<file path="src/rtl/fp_mul_result_fifo.sv">
// fp_mul_result_fifo
// Small result queue that sits behind a single-precision multiplier. Each
// entry holds the 32-bit product plus its exception/overflow/underflow flags
// and is returned unchanged in strict FIFO order. The block also keeps sticky
// copies of the flags of every accepted entry (clearable) and a free-running
// count of accepted entries.
//
// Ports
//   clk, rst                      clock, synchronous active-high reset
//   in_valid / in_ready           producer handshake (in_ready from state only)
//   in_res, in_exception,
//   in_overflow, in_underflow     entry payload
//   out_valid / out_ready         consumer handshake (out_valid from state only)
//   out_res, out_exception,
//   out_overflow, out_underflow   head entry payload, all zero when empty
//   level                         number of stored entries, 0..DEPTH
//   clr_sticky                    clears the sticky flags (a same-cycle push wins)
//   sticky_exception/overflow/
//   underflow                     OR of flags accepted since last clear/reset
//   accepted_count                entries accepted since reset, wraps at 16 bits
module fp_mul_result_fifo #(
  parameter int DEPTH = 4
) (
  input  logic        clk,
  input  logic        rst,
  input  logic        in_valid,
  output logic        in_ready,
  input  logic [31:0] in_res,
  input  logic        in_exception,
  input  logic        in_overflow,
  input  logic        in_underflow,
  output logic        out_valid,
  input  logic        out_ready,
  output logic [31:0] out_res,
  output logic        out_exception,
  output logic        out_overflow,
  output logic        out_underflow,
  output logic [2:0]  level,
  input  logic        clr_sticky,
  output logic        sticky_exception,
  output logic        sticky_overflow,
  output logic        sticky_underflow,
  output logic [15:0] accepted_count
);

  localparam int         AW         = $clog2(DEPTH);
  localparam logic [2:0] FULL_LEVEL = 3'(DEPTH);

  // Entry layout: {res[31:0], exception, overflow, underflow}
  logic [34:0]   mem [DEPTH];
  logic [AW-1:0] wr_ptr;
  logic [AW-1:0] rd_ptr;
  logic          push;
  logic          pop;
  logic [34:0]   head;

  // Handshakes depend only on the stored level, so a full queue refuses a
  // push even when the consumer pops in the same cycle.
  assign in_ready  = (level != FULL_LEVEL);
  assign out_valid = (level != 3'd0);
  assign push      = in_valid && in_ready;
  assign pop       = out_valid && out_ready;

  // Storage is never reset; stale contents are hidden by the empty mask.
  assign head          = mem[rd_ptr];
  assign out_res       = out_valid ? head[34:3] : 32'h0;
  assign out_exception = out_valid & head[2];
  assign out_overflow  = out_valid & head[1];
  assign out_underflow = out_valid & head[0];

  always_ff @(posedge clk) begin
    if (push && !rst) begin
      mem[wr_ptr] <= {in_res, in_exception, in_overflow, in_underflow};
    end
  end

  always_ff @(posedge clk) begin
    if (rst) begin
      wr_ptr <= '0;
      rd_ptr <= '0;
      level  <= 3'd0;
    end else begin
      if (push) begin
        wr_ptr <= wr_ptr + AW'(1);
      end
      if (pop) begin
        rd_ptr <= rd_ptr + AW'(1);
      end
      case ({push, pop})
        2'b10:   level <= level + 3'd1;
        2'b01:   level <= level - 3'd1;
        default: level <= level;
      endcase
    end
  end

  // A clear drops the old sticky state, but a flag pushed in the same cycle
  // is still recorded.
  always_ff @(posedge clk) begin
    if (rst) begin
      sticky_exception <= 1'b0;
      sticky_overflow  <= 1'b0;
      sticky_underflow <= 1'b0;
    end else if (clr_sticky) begin
      sticky_exception <= push & in_exception;
      sticky_overflow  <= push & in_overflow;
      sticky_underflow <= push & in_underflow;
    end else begin
      sticky_exception <= sticky_exception | (push & in_exception);
      sticky_overflow  <= sticky_overflow  | (push & in_overflow);
      sticky_underflow <= sticky_underflow | (push & in_underflow);
    end
  end

  always_ff @(posedge clk) begin
    if (rst) begin
      accepted_count <= 16'h0000;
    end else if (push) begin
      accepted_count <= accepted_count + 16'h0001;
    end
  end

endmodule

</file>
<file path="config.mk">
export PLATFORM = sky130hd
export DESIGN_NAME = fp_mul_result_fifo
export DESIGN_NICKNAME = d
export VERILOG_FILES = /design/src/rtl/fp_mul_result_fifo.sv
export SDC_FILE = /design/constraint.sdc
export NUM_CORES = 1
export LEC_CHECK = 0
export CAP_MARGIN = 20
export CORE_MARGIN = 1.5
export CORE_UTILIZATION = 40
export DETAILED_ROUTE_END_ITERATION = 7
export GPL_ROUTABILITY_DRIVEN = 0
export HOLD_SLACK_MARGIN = 0.05
export RECOVER_POWER = 50
export SLEW_MARGIN = 10
export SYNTH_ARGS = -nofsm -noshare
export SYNTH_HDL_FRONTEND = slang
export SYNTH_SLANG_ARGS = --single-unit
</file>
<file path="constraint.sdc">
create_clock -name clk -period 2.7 [get_ports clk]
set_input_delay 0.405 -clock clk [delete_from_list [all_inputs] [get_ports clk]]
set_output_delay 0.405 -clock clk [all_outputs]
set_load 0.02 [all_outputs]
</file>
==> summary.txt <==
Route
  • WL met1: 5680 um
  • Vias post-DR: 3496
  • Drt wl/cell: 17.1 um
  • Final antenna-violating net count: 0
  • Detail Route met3 WL: 514 um
  • Post-detailed-route DRC marker count: 0
  • Metal2 WL: 5850 um
  • Drt total wl: 12200 um
  • Via density per instance: 4.90
  • Initial DRC count: 195
  • Top sig layer: met5
  • 1st-pass router iterations: 5

Clocking
  • Cts-stage hold buffer count: 0
  • CTS tree: built
  • Number of clock sinks: 168
  • Total CTS buffers: 17
  • Clk_lat worst skew: 0.42 ns
  • H-tree levels: 4
  • Clk pin slew, worst setup/hold paths: 0.06 ns
  • Longest Clk Path Bufs: 2
  • Clock root cell: clkbuf_16

Global route
  • Tot GR Track Use: 14.9%
  • Initial antenna violation count: 1
  • Largest net degree at the start of global routing: 36
  • Vias in the first global route: 3629
  • First-pass GRT wire length: 19500 um
  • GR Overflow Total: 0

Die
  • Die width: 131 um
  • Chip height: 131 um
  • Core box area: 15900 sq um
  • Die Footprint: 17200 sq um
  • Initial cell density of the core: 41.2%
  • FP Rows: 46
  • Number of I/O pins: 99

Place
  • Pre-CTS setup slack: 0.184 ns
  • Post-DP HPWL: 7530 um
  • I/O Buffers: 98
  • Placed Area: 7950 sq um

Timing
  • Fin crit period: 2.60 ns
  • Fin crit share: 96.3%
  • Final setup violation count: 0
  • Fin. Hold Viols: 0
  • Rel. slew slack: 72.1%
  • Setup TNS: 0 ns
  • PnR worst setup slack: 0.0986 ns
  • Worst Skew: 0.00784 ns
  • Max-slew violations: 0
  • Max Fclk: 384 MHz
  • RSZ-0062 raised after global routing: false
  • Worst-Margin Slew: 0.418 ns

Yosys
  • Yosys top cell area share: 64.0%
  • Cell Area, Synth: 6570 sq um
  • Post-synth top flop: edfxtp_1
  • Ys Warns: 0
  • #FFs+latches synth: 168
  • Commonest cells in the netlist: edfxtp_1, and2_1, mux4_2
  • Cell taking the most area after synthesis: edfxtp_1
  • Ys async rst share: 0%
  • EDFF count, synth: 140
  • Syn Area/Cell: 17.7 sq um
  • Synth unique cells: 32
  • Post-synthesis cell count: 371
  • Syn Nets: 418
  • Area contributors post-synth: edfxtp_1, mux4_2, dfxtp_1
  • Sequential element share of the synthesized area: 72.5%
  • Most common cell in the netlist: edfxtp_1

Final layout
  • Share of cells above drive strength 1: 17.7%
  • Antenna Diode Count: 0
  • Nets@finish: 532
  • Number of fill cells: 1315
  • Area Growth Syn to Fin: 29.7%
  • Post-route cell area: 8520 sq um

Critical path
  • CP startpoint kind: register
  • Crit path capture type: primary output
  • Setup Crit Path Kind: reg -> out
  • CP arrival: 2.20 ns
  • CP required: 2.30 ns
  • Worst-path fanout max: 11

Pwr
  • Worst IR Drop VDD: 538 uV
  • Overall power: 7750 uW
  • PwrDens: 909 nW/um^2
  • LEAKAGE: 0.00313 uW

Outcome
  • Status: complete, no violations

Hold path
  • Hold/Removal Path Class: reg -> reg

Flow run
  • Max-cap violations: 0
[kinds of logic (layout without fill, tap and decap cells)]
kind of cell / count (synthesis) / in the layout / synth area share (%)
DFF: 168 / 168 / 72.5
and+or+nand+nor: 103 / 103 / 8.91
muxes: 36 / 36 / 12.2
buffers and inverters: 26 / 153 / 1.69
AOI/OAI and AO/OA: 16 / 16 / 1.26
xor gates and xnor gates: 15 / 15 / 2.00
adders and majority gates: 7 / 7 / 1.45
[worst max-delay path, cell delays in order (launching register included)]
cell	delay (ns)
dfxtp_2	0.37
buf_8	0.19
mux4_2	0.53
and2_1	0.18
clkdlybuf4s50_1	0.53
[path summary, 6_finish.rpt]
| path | cells past startpoint | start | slack [ns] | to |
|---|---|---|---|---|
| max | 4 | register | 0.1 | out_res[30] |
| min | 2 | level[2] | 0.50 | level[2] |
| max reg2reg | 10 | level[0] | 0.36 | level[2] |
| min reg2reg | 2 | level[2] | 0.50 | level[2] |
[final cells by class]
class,count,area (sq um),area share [%]
sequential,168,4770,56.0
multi-input combinational,177,1700,19.9
timing repair buffer,112,1220,14.3
clock buffer,25,485,5.70
tap,216,270,3.17
clock inverter,7,43.8,0.514
inverter,9,33.8,0.397
[power breakdown]
part / internal [uW] / switching, uW / leakage (uW) / total (uW)
clock: 1250 / 910 / 0.000257 / 2160
sequential: 2990 / 82.9 / 0.00150 / 3070
combinational: 1250 / 1270 / 0.00137 / 2520
[sequential cells by signal (all words and copies together) (netlist names), named ones only]
| signal | flops |
|---|---|
| wr_ptr | 2 |
| level | 3 |
| sticky_exception | 1 |
| sticky_underflow | 1 |
| mem | 140 |
| rd_ptr | 2 |
| accepted_count | 16 |
| sticky_overflow | 1 |
[through the flow]
step	util, %	hold WS, ns	cells
2_1_floorplan	-	0.469	371
3_3_place_gp	49.8	0.482	682
3_5_place_dp	49.8	0.493	682
4_1_cts	53.2	0.501	714
5_1_grt	53.4	0.536	714
6_report	53.4	0.499	714
[layer usage]
| metal | GRT usage, % | vias to the layer above |
|---|---|---|
| met5 | 0 | - |
| met2 | 24.0 | 85 |
| met4 | 5.12 | 2 |
| met3 | 4.24 | 13 |
| met1 | 19.5 | 1761 |
| li1 | - | 1635 |
[layout by cell type, fill, tap and decap left out, drive strengths merged, types with 2 or more instances in the layout]
cell	Yosys	layout
dlygate4sd2	0	6
o21ai	4	4
mux4	35	35
xnor2	10	10
nor3b	2	2
nor3	4	4
buf	7	13
nor2b	4	4
inv	9	10
dfxtp	28	28
clkbuf	10	26
clkdlybuf4s50	0	16
a21oi	11	11
nor2	24	24
or4	2	2
nand4	3	3
ha	6	6
nor4	2	2
xor2	5	5
edfxtp	140	140
or3	5	5
and2	41	41
nand3	8	8
clkinvlp	0	2
dlygate4sd3	0	55
clkinv	0	4
nand2	7	7
dlymetal6s2s	0	21
[repair_timing]
action                                  in CTS  in global routing
endpoints found under the setup margin      31                 22
endpoints found under the hold margin        0                  0
setup buffers                                0                  0
gates resized for setup                      8                 22
Power figures use the tool's default switching activity.
